File: config.mk
export PLATFORM = sky130hd
export DESIGN_NAME = hazard_ctrl_flat
export DESIGN_NICKNAME = d
export VERILOG_FILES = /design/src/rtl/hazard_pkg.sv /design/src/rtl/hazard_ctrl_if.sv /design/src/rtl/forward_unit.sv /design/src/rtl/hazard_ctrl.sv /design/src/flat_wrapper.sv
export SDC_FILE = /design/constraint.sdc
export NUM_CORES = 1
export LEC_CHECK = 0
export CORE_MARGIN = 5
export CORE_UTILIZATION = 42
export CTS_CLUSTER_SIZE = 40
export DETAILED_ROUTE_END_ITERATION = 12
export GPL_TIMING_DRIVEN = 0
export PLACE_DENSITY = 0.77
export SKIP_LAST_GASP = 1
export SLEW_MARGIN = 20
export SYNTH_ARGS = -nofsm -noshare
export SYNTH_HDL_FRONTEND = slang
export SYNTH_SLANG_ARGS = --single-unit
File: constraint.sdc
create_clock -name clk -period 2.1 [get_ports clk]
set_clock_uncertainty 0.1 [all_clocks]
set_input_delay 0.21 -clock clk [delete_from_list [all_inputs] [get_ports clk]]
set_output_delay 0.21 -clock clk [all_outputs]
set_load 0.05 [all_outputs]
File: src/rtl/hazard_pkg.sv
// Shared types for the pipeline hazard controller:
// FSM states, forward selects and the load result code.
package hazard_pkg;

  typedef enum logic [1:0] {
    RUN      = 2'd0,
    MEM_WAIT = 2'd1,
    ERR      = 2'd2
  } state_e;

  typedef enum logic [1:0] {
    FWD_RF  = 2'b00,
    FWD_WB  = 2'b01,
    FWD_MEM = 2'b10
  } fwd_e;

  localparam logic [1:0] RESULT_LOAD = 2'b01;

  // x0 is hardwired to zero, so it never counts as a producer
  function automatic logic rd_hit(
    input logic       we,
    input logic [4:0] rd,
    input logic [4:0] rs
  );
    return we && (rd != 5'd0) && (rd == rs);
  endfunction

endpackage

File: src/rtl/hazard_ctrl_if.sv
// Bundle between the pipeline datapath and the hazard controller.
// master = datapath side, slave = hazard controller side.
interface hazard_ctrl_if;
  logic [4:0]  Rs1D;
  logic [4:0]  Rs2D;
  logic [4:0]  Rs1E;
  logic [4:0]  Rs2E;
  logic [4:0]  RdE;
  logic [4:0]  RdM;
  logic [4:0]  RdW;
  logic        RegWriteM;
  logic        RegWriteW;
  logic [1:0]  ResultSrcE;
  logic        PCSrcE;
  logic        mem_req;
  logic        mem_ready;
  logic [1:0]  ForwardAE;
  logic [1:0]  ForwardBE;
  logic        StallF;
  logic        StallD;
  logic        StallE;
  logic        StallM;
  logic        FlushD;
  logic        FlushE;
  logic        FlushW;
  logic        timeout_err;
  logic [31:0] stall_cycles;

  modport master (
    output Rs1D, Rs2D, Rs1E, Rs2E, RdE, RdM, RdW,
    output RegWriteM, RegWriteW, ResultSrcE, PCSrcE,
    output mem_req, mem_ready,
    input  ForwardAE, ForwardBE,
    input  StallF, StallD, StallE, StallM,
    input  FlushD, FlushE, FlushW,
    input  timeout_err, stall_cycles
  );

  modport slave (
    input  Rs1D, Rs2D, Rs1E, Rs2E, RdE, RdM, RdW,
    input  RegWriteM, RegWriteW, ResultSrcE, PCSrcE,
    input  mem_req, mem_ready,
    output ForwardAE, ForwardBE,
    output StallF, StallD, StallE, StallM,
    output FlushD, FlushE, FlushW,
    output timeout_err, stall_cycles
  );
endinterface

File: src/rtl/forward_unit.sv
// Operand bypass select for one Execute source register.
// Memory-stage result is younger, so it wins over Writeback.
module forward_unit
  import hazard_pkg::*;
(
  input  logic [4:0] i_rs,
  input  logic [4:0] i_rd_m,
  input  logic [4:0] i_rd_w,
  input  logic       i_we_m,
  input  logic       i_we_w,
  output fwd_e       o_fwd
);

  logic w_hit_m;
  logic w_hit_w;

  assign w_hit_m = rd_hit(i_we_m, i_rd_m, i_rs);
  assign w_hit_w = rd_hit(i_we_w, i_rd_w, i_rs);

  always_comb begin
    o_fwd = FWD_RF;
    if (w_hit_m)      o_fwd = FWD_MEM;
    else if (w_hit_w) o_fwd = FWD_WB;
  end

endmodule

File: src/rtl/hazard_ctrl.sv
// Pipeline hazard controller: forwarding, load-use and branch
// handling, data-memory wait FSM with timeout and stall counter.
module hazard_ctrl
  import hazard_pkg::*;
#(
  parameter int TIMEOUT_CYCLES = 255
) (
  input  logic         clk,
  input  logic         rst,
  hazard_ctrl_if.slave bus
);

  localparam int CW = $clog2(TIMEOUT_CYCLES + 1);
  localparam logic [CW-1:0] W_TO = CW'(TIMEOUT_CYCLES);

  state_e          r_state;
  logic [CW-1:0]   r_wait_cnt;
  logic            r_timeout;
  logic [31:0]     r_stall_cnt;

  fwd_e            w_fwd_a;
  fwd_e            w_fwd_b;
  logic            w_lw_stall;
  logic            w_mem_stall;
  logic            w_hold;
  logic [CW-1:0]   w_cnt_nxt;
  logic            w_stall_f;
  logic            w_stall_d;
  logic            w_stall_e;
  logic            w_stall_m;
  logic            w_flush_d;
  logic            w_flush_e;
  logic            w_flush_w;

  forward_unit u_fwd_a (
    .i_rs   (bus.Rs1E),
    .i_rd_m (bus.RdM),
    .i_rd_w (bus.RdW),
    .i_we_m (bus.RegWriteM),
    .i_we_w (bus.RegWriteW),
    .o_fwd  (w_fwd_a)
  );

  forward_unit u_fwd_b (
    .i_rs   (bus.Rs2E),
    .i_rd_m (bus.RdM),
    .i_rd_w (bus.RdW),
    .i_we_m (bus.RegWriteM),
    .i_we_w (bus.RegWriteW),
    .o_fwd  (w_fwd_b)
  );

  assign w_lw_stall = (bus.ResultSrcE == RESULT_LOAD)
                    && (bus.RdE != 5'd0)
                    && ((bus.RdE == bus.Rs1D)
                     || (bus.RdE == bus.Rs2D));

  assign w_mem_stall = bus.mem_req & ~bus.mem_ready;
  assign w_hold      = w_mem_stall || (r_state == ERR);
  assign w_cnt_nxt   = (r_wait_cnt == W_TO) ? r_wait_cnt
                     : r_wait_cnt + CW'(1);

  // Memory hold freezes the whole pipe, so a resolved branch
  // stays in Execute and is flushed once the hold drops.
  always_comb begin
    w_stall_f = 1'b0;
    w_stall_d = 1'b0;
    w_stall_e = 1'b0;
    w_stall_m = 1'b0;
    w_flush_d = 1'b0;
    w_flush_e = 1'b0;
    w_flush_w = 1'b0;
    if (rst) begin
      w_stall_f = 1'b0;
    end else if (w_hold) begin
      w_stall_f = 1'b1;
      w_stall_d = 1'b1;
      w_stall_e = 1'b1;
      w_stall_m = 1'b1;
      w_flush_w = 1'b1;
    end else if (bus.PCSrcE) begin
      w_flush_d = 1'b1;
      w_flush_e = 1'b1;
    end else if (w_lw_stall) begin
      w_stall_f = 1'b1;
      w_stall_d = 1'b1;
      w_flush_e = 1'b1;
    end
  end

  always_ff @(posedge clk) begin
    if (rst) begin
      r_state     <= RUN;
      r_wait_cnt  <= '0;
      r_timeout   <= 1'b0;
      r_stall_cnt <= '0;
    end else begin
      if (w_stall_f) r_stall_cnt <= r_stall_cnt + 32'd1;
      case (r_state)
        RUN: begin
          if (w_mem_stall) begin
            r_state    <= MEM_WAIT;
            r_wait_cnt <= '0;
          end
        end
        MEM_WAIT: begin
          r_wait_cnt <= w_cnt_nxt;
          if (!w_mem_stall) begin
            r_state <= RUN;
          end else if (w_cnt_nxt == W_TO) begin
            r_state   <= ERR;
            r_timeout <= 1'b1;
          end
        end
        ERR:     r_state <= ERR;
        default: r_state <= RUN;
      endcase
    end
  end

  assign bus.ForwardAE    = rst ? FWD_RF : w_fwd_a;
  assign bus.ForwardBE    = rst ? FWD_RF : w_fwd_b;
  assign bus.StallF       = w_stall_f;
  assign bus.StallD       = w_stall_d;
  assign bus.StallE       = w_stall_e;
  assign bus.StallM       = w_stall_m;
  assign bus.FlushD       = w_flush_d;
  assign bus.FlushE       = w_flush_e;
  assign bus.FlushW       = w_flush_w;
  assign bus.timeout_err  = r_timeout;
  assign bus.stall_cycles = r_stall_cnt;

endmodule

File: src/flat_wrapper.sv
// flat-port wrapper written by rule: the top's interface ports become plain ports
module hazard_ctrl_flat import hazard_pkg::*;
#(
  parameter int TIMEOUT_CYCLES = 255
)
  (clk, rst, bus_Rs1D, bus_Rs2D, bus_Rs1E, bus_Rs2E, bus_RdE, bus_RdM, bus_RdW, bus_RegWriteM, bus_RegWriteW, bus_ResultSrcE, bus_PCSrcE, bus_mem_req, bus_mem_ready, bus_ForwardAE, bus_ForwardBE, bus_StallF, bus_StallD, bus_StallE, bus_StallM, bus_FlushD, bus_FlushE, bus_FlushW, bus_timeout_err, bus_stall_cycles);
  hazard_ctrl_if bus_i ();
  input  logic clk;
  input  logic rst;
  input wire logic [$bits(bus_i.Rs1D)-1:0] bus_Rs1D;
  input wire logic [$bits(bus_i.Rs2D)-1:0] bus_Rs2D;
  input wire logic [$bits(bus_i.Rs1E)-1:0] bus_Rs1E;
  input wire logic [$bits(bus_i.Rs2E)-1:0] bus_Rs2E;
  input wire logic [$bits(bus_i.RdE)-1:0] bus_RdE;
  input wire logic [$bits(bus_i.RdM)-1:0] bus_RdM;
  input wire logic [$bits(bus_i.RdW)-1:0] bus_RdW;
  input wire logic [$bits(bus_i.RegWriteM)-1:0] bus_RegWriteM;
  input wire logic [$bits(bus_i.RegWriteW)-1:0] bus_RegWriteW;
  input wire logic [$bits(bus_i.ResultSrcE)-1:0] bus_ResultSrcE;
  input wire logic [$bits(bus_i.PCSrcE)-1:0] bus_PCSrcE;
  input wire logic [$bits(bus_i.mem_req)-1:0] bus_mem_req;
  input wire logic [$bits(bus_i.mem_ready)-1:0] bus_mem_ready;
  output wire logic [$bits(bus_i.ForwardAE)-1:0] bus_ForwardAE;
  output wire logic [$bits(bus_i.ForwardBE)-1:0] bus_ForwardBE;
  output wire logic [$bits(bus_i.StallF)-1:0] bus_StallF;
  output wire logic [$bits(bus_i.StallD)-1:0] bus_StallD;
  output wire logic [$bits(bus_i.StallE)-1:0] bus_StallE;
  output wire logic [$bits(bus_i.StallM)-1:0] bus_StallM;
  output wire logic [$bits(bus_i.FlushD)-1:0] bus_FlushD;
  output wire logic [$bits(bus_i.FlushE)-1:0] bus_FlushE;
  output wire logic [$bits(bus_i.FlushW)-1:0] bus_FlushW;
  output wire logic [$bits(bus_i.timeout_err)-1:0] bus_timeout_err;
  output wire logic [$bits(bus_i.stall_cycles)-1:0] bus_stall_cycles;
  assign bus_i.Rs1D = bus_Rs1D;
  assign bus_i.Rs2D = bus_Rs2D;
  assign bus_i.Rs1E = bus_Rs1E;
  assign bus_i.Rs2E = bus_Rs2E;
  assign bus_i.RdE = bus_RdE;
  assign bus_i.RdM = bus_RdM;
  assign bus_i.RdW = bus_RdW;
  assign bus_i.RegWriteM = bus_RegWriteM;
  assign bus_i.RegWriteW = bus_RegWriteW;
  assign bus_i.ResultSrcE = bus_ResultSrcE;
  assign bus_i.PCSrcE = bus_PCSrcE;
  assign bus_i.mem_req = bus_mem_req;
  assign bus_i.mem_ready = bus_mem_ready;
  assign bus_ForwardAE = bus_i.ForwardAE;
  assign bus_ForwardBE = bus_i.ForwardBE;
  assign bus_StallF = bus_i.StallF;
  assign bus_StallD = bus_i.StallD;
  assign bus_StallE = bus_i.StallE;
  assign bus_StallM = bus_i.StallM;
  assign bus_FlushD = bus_i.FlushD;
  assign bus_FlushE = bus_i.FlushE;
  assign bus_FlushW = bus_i.FlushW;
  assign bus_timeout_err = bus_i.timeout_err;
  assign bus_stall_cycles = bus_i.stall_cycles;
  hazard_ctrl #(.TIMEOUT_CYCLES(TIMEOUT_CYCLES)) u_core (.clk(clk), .rst(rst), .bus(bus_i));
endmodule
Yosys cells after proc, flatten, opt, wreduce, memory -nomap -nowiden. Cells that the tools add are included. W data, S select, Z words.

Input bits: 44. Output and inout bits: 44. Logic and storage cells: 64. Register bits: 43.

Multiplexer cells: 25. Equality and inequality tests: 13. Reductions and logical operators: 18. Bitwise logic cells: 2. $add $sub $neg: 2.

Operators with widths (number): $add A32 B1 Y32 const B (1); $eq A5 B5 Y1 (6); $eq A8 B8 Y1 const B (2); $mux W8 (2); $pmux W8 S2 (1); $reduce_bool A5 Y1 (3); $mux W1 (14); $mux W2 (7); $add A8 B1 Y8 const B (1); $logic_and A1 B1 Y1 (8); $pmux W2 S3 (1); $eq A2 B1 Y1 const B (2); $reduce_and A2 Y1 (2); $ne A3 B3 Y1 const B (1); $reduce_and A3 Y1 (1); $eq A2 B2 Y1 const B (1); $logic_not A2 Y1 (1); $logic_or A1 B1 Y1 (2); $ne A2 B1 Y1 const B (1); $reduce_bool A2 Y1 (1); $and A1 B1 Y1 (1); $not A1 Y1 (1).

Logic depth before layout (Yosys ltp).
Word-level depth: 7. Gate-level depth with buffers: 8. Gate-level depth less buffers: 7.

Modules after synthesis. From an unflattened synthesis, not the netlist that was laid out.

Cells, all modules: 346. Area total of the unflattened synthesis: 2750.1 um^2.

Modules (own cells, without submodules): hazard_ctrl (cells an instance 304, area an instance 2432.3 um^2, seq. area each 860.8 um^2, times used 1); forward_unit (cells an instance 21, area an instance 158.9 um^2, seq. area each 0.0 um^2, times used 2).

Worst setup path after synthesis. Ideal clock, no wire load.

Kind: in2out. Start: in bus_RdM[0]. End: out bus_ForwardAE[0]. Data required time: 1.790 ns. Arrival time: 2.680 ns. Path slack: -0.890 ns. Stages on the path: 4. Path through: or4_1 -> o21ai_0 -> nor3_1 -> nor4_1.

Word-level cells in the longest chain between the ends: 5.

RTL lines: start: declaration (line flat_wrapper.sv:15) `input wire logic [$bits(bus_i.RdM)-1:0] bus_RdM;`; $reduce_bool A5 Y1 (line hazard_pkg.sv:25) `return we && (rd != 5'd0) && (rd == rs);`; $logic_and A1 B1 Y1 (line hazard_pkg.sv:25); $logic_and A1 B1 Y1 * (line hazard_pkg.sv:25); $mux W2 * (line forward_unit.sv:22) `if (w_hit_m) o_fwd = FWD_MEM;`; $mux W2 * (line hazard_ctrl.sv:121) `assign bus.ForwardAE = rst ? FWD_RF : w_fwd_a;`; end: declaration (line flat_wrapper.sv:23) `output wire logic [$bits(bus_i.ForwardAE)-1:0] bus_ForwardAE;`.

Mark *: on every way between the ends. The rest lies on a longest branch, timed or not.

Final worst setup path.
Start: reg u_core.r_wait_cnt[2]. End: reg u_core.r_state[1].

Word-level cells in the longest chain between the ends: 5.

RTL lines: start: declaration (line hazard_ctrl.sv:17) `logic [CW-1:0] r_wait_cnt;`; start signal: assignment (line hazard_ctrl.sv:107) `r_wait_cnt <= w_cnt_nxt;`; $add A8 B1 Y8 or $eq A8 B8 Y1 (tied branches) (line hazard_ctrl.sv:61, hazard_ctrl.sv:60); $mux W8 * (line hazard_ctrl.sv:60) `assign w_cnt_nxt = (r_wait_cnt == W_TO) ? r_wait_cnt`; $eq A8 B8 Y1 * (line hazard_ctrl.sv:110) `end else if (w_cnt_nxt == W_TO) begin`; $ne A3 B3 Y1 (no source line) *; $reduce_and A2 Y1 (no source line) *; end signal: assignment (line hazard_ctrl.sv:109) `r_state <= RUN;`; end signal: assignment (line hazard_ctrl.sv:111) `r_state <= ERR;`; end signal: assignment (line hazard_ctrl.sv:115) `ERR: r_state <= ERR;`; end: declaration (line hazard_ctrl.sv:16) `state_e r_state;`.

Marks and branches as above. A chain may end at the register's enable or synchronous reset.

==> results.md <==
* DR iter-0 viols at 138
* H-tree Lvls at 2
* Total CTS buffers at 5
* Post-placement cell count at 505
* Via count at 2952
* Nature of the critical path endpoint: register
* RD Place Congestion at 0.888
* Clock latency at the later pin of the worst-skew pair at 300 ps
* Clock root cell: clkbuf_8
* Worst EP arrival at 2160 ps
* Vias in the first global route at 2839
* Port Buf Inserts at 87
* Total grt overflow at 0
* Max_cap viols at 0
* Worst vdd ir at 414 uV
* Normalized max-slew margin at 64.9%
* Cells after Synth at 341
* Crit Path Max Fanout at 7
* First-pass GRT wire length at 12700 um
* Period utilization at 96.9%
* Final Hold Viols at 0
* P&R area growth vs syn at 49.8%
* Final hold slack at 380 ps
* Worst hold path stage count at 3
* Post-DR vias/cell at 5.72
* Avg WL per Cell at 15.2 um
* Worst-case reg-to-reg path depth at 7
* Hold Buf Count CTS at 0
* Synth area leader: dfxtp_1
* Ys async rst share at 0%
* Worst EP required at 2220 ps
* Max Clock Freq at 0.491 GHz
* Hpwl dp at 5850 um
* Clock Tree Buf Depth at 2
* Reg2Reg Setup Slack at 60 ps
* Final std cells w/o fill at 516
* Worst r2r src: u_core.r_wait_cnt[2]
* Final worst slack at 64.3 ps
* Initial Util at 42.4%
* Sequential area share after synthesis at 32.5%
* Final WL at 7850 um
* Worst r2r dst: u_core.r_state[1]
* Synth area leaders: dfxtp_1 33%, a21oi_1 6.6%, xor2_1 6.3%
* Pins Over Slew Limit at 0
* Static leakage at 1.36 nW
* Row count at 29
* P per Cell Area at 453 nW/um^2
* Post-Syn Nets at 387
* DRC viols at 0
* Core Box Area at 6240 um^2
* Worst Hold Path EP: u_core.bus.stall_cycles[5]
* Synth Flop Type: dfxtp_1
* Post-DRT Antenna Nets at 0
* Fin area at 3970 um^2
* Hold path startpoint: rst
* Post-synth EDFFs at 0
* GRT Util Overall at 19.8%
* Share of Yosys cell area claimed by the top area cell type at 32.5%
* Number of diodes at 0
* Die Span Y at 89.4 um
* Status: finished, final reports clean
* Slew @ Worst Pin at 524 ps
* First-pass iteration count of the detailed router at 4
* Fillers at 566
* Yosys warns at 0
* Fraction of layout cells with a size suffix above 1 at 24.1%
* Tmin final at 2040 ps
* Num Clock Sinks at 43
* Pre-CTS WS at -1290 ps
* Initial antenna violation count at 0
* Final setup violation count at 0
* Worst Path Class, Setup: reg -> reg
* Count leader, synth: dfxtp_1
* Synth cell types at 42
* RSZ-0062 raised after global routing: true
* Die Wd at 89.4 um
* Area of the die at 7990 um^2
* Post-Syn Area per Cell at 7.76 um^2
* Power Total at 0.00180 W
* Startpoint class of the critical path: register
* CTS tree: yes
* DP Area at 3700 um^2
* Leading cell types by count after synthesis: 43 x dfxtp_1, 35 x a21oi_1, 31 x o21ai_0
* Largest net degree at the start of global routing at 15
* Clock transition at the registers of the reported paths at 90 ps
* Yosys reg bits at 43
* Type of the worst min-delay path: in -> reg
* # IOs at 88
* Fin nets at 484
* Mapped cell area at 2650 um^2
==> layer usage <==
metal | up-vias | part of all wire (%) | routed length [um] | global-route usage [%]
met1 | 1359 | 40 | 3160 | 22.7
li1 | 1453 | - | - | -
met5 | - | 0 | 0 | 0
met3 | 12 | 9.8 | 767 | 6.45
met2 | 128 | 48 | 3780 | 34.6
met4 | 0 | 1.7 | 136 | 6.36
==> flip-flops by register name (all words and copies together) (netlist names) <==
register and cells:
u_core.bus.stall_cycles 32, u_core.bus.timeout_err 1, u_core.r_state 2, u_core.r_wait_cnt 8
==> cell usage in the layout (no fill, tap or decap), drive strengths merged, types with 3 or more instances in the layout <==
| cell | netlist | layout |
|---|---|---|
| or3 | 26 | 26 |
| or4 | 9 | 9 |
| clkbuf | 13 | 23 |
| o31ai | 5 | 5 |
| dfxtp | 43 | 43 |
| clkdlybuf4s50 | 0 | 47 |
| buf | 8 | 19 |
| xnor2 | 13 | 13 |
| clkdlybuf4s15 | 0 | 10 |
| nor2b | 4 | 4 |
| nand4 | 13 | 13 |
| nor4 | 4 | 4 |
| nor2 | 22 | 22 |
| nand2 | 22 | 22 |
| xor2 | 19 | 19 |
| nor3 | 13 | 13 |
| nand2b | 3 | 3 |
| and4 | 4 | 4 |
| a21oi | 35 | 35 |
| nand3 | 20 | 20 |
| o21ai | 31 | 31 |
| and3 | 9 | 9 |
| and2 | 4 | 4 |
| dlygate4sd2 | 0 | 16 |
==> timing repair <==
| action | CTS | global route |
|---|---|---|
| pin swaps | 11 | 12 |
| buffers inserted | 4 | 1 |
| gates cloned | 0 | 0 |
| setup endpoints to repair | 46 | 35 |
| resized for setup | 113 | 51 |
==> stage by stage <==
step	utilization (%)	setup TNS, ps
after floorplan	-	-443
final	63.5	0
after global routing	63.5	-63.1
after detailed placement	59.3	-27850
after CTS	62.7	-63.8
after global placement	59.3	-26230
==> kinds of logic (layout without fill, tap and decap cells) <==
kind of cell,Yosys count,in the layout,share of synthesized area [%]
AND/OR/NAND/NOR,156,156,32.4
buffers and inverters,23,121,4.21
adder cells (fa/ha/maj),2,2,0.945
XOR/XNOR,32,32,10.6
multiplexers,3,3,1.18
flip-flops,43,43,32.5
AO/OA/AOI/OAI,82,82,18.1
==> worst max-delay path, cell delays in order, from the launching register on <==
cell	delay (ps)
dfxtp_4	380
and3_1	150
buf_2	170
or3b_4	410
a21o_1	200
a2111oi_4	340
nand2_1	100
a21oi_1	130
==> worst max path at each step <==
stage | from | end | slack, ps | cells after the start
3_3_place_gp | bus_RdE[3] | bus_StallF | -1250 | 9
5_1_grt | u_core.r_wait_cnt[3] | u_core.r_state[1] | -60 | 7
6_report | u_core.r_wait_cnt[2] | u_core.r_state[1] | 60 | 7
4_1_cts | bus_RdE[3] | bus_StallF | -60 | 9
2_1_floorplan | bus_RdM[3] | bus_ForwardAE[1] | -190 | 3
3_5_place_dp | bus_RdE[0] | bus_StallF | -1290 | 9
==> final cells by class <==
type,instances,area (um^2),share of cell area (%)
buffer,19,120,3.03
clock buffer,5,68.8,1.74
clock inverter,3,43.8,1.10
inverter,2,7.51,0.189
multi-input combinational,275,1850,46.7
sequential,43,912,23.0
tap,77,96.3,2.43
timing repair buffer,92,863,21.8
==> power by group <==
| group | internal (W) | total, W | switching (W) |
|---|---|---|---|
| Clock | 0.000354 | 0.000655 | 0.000301 |
| Combinational | 0.000144 | 0.000322 | 0.000178 |
| Sequential | 0.000813 | 0.000820 | 0.00000693 |
No activity file was read; power rests on OpenSTA's default activity.
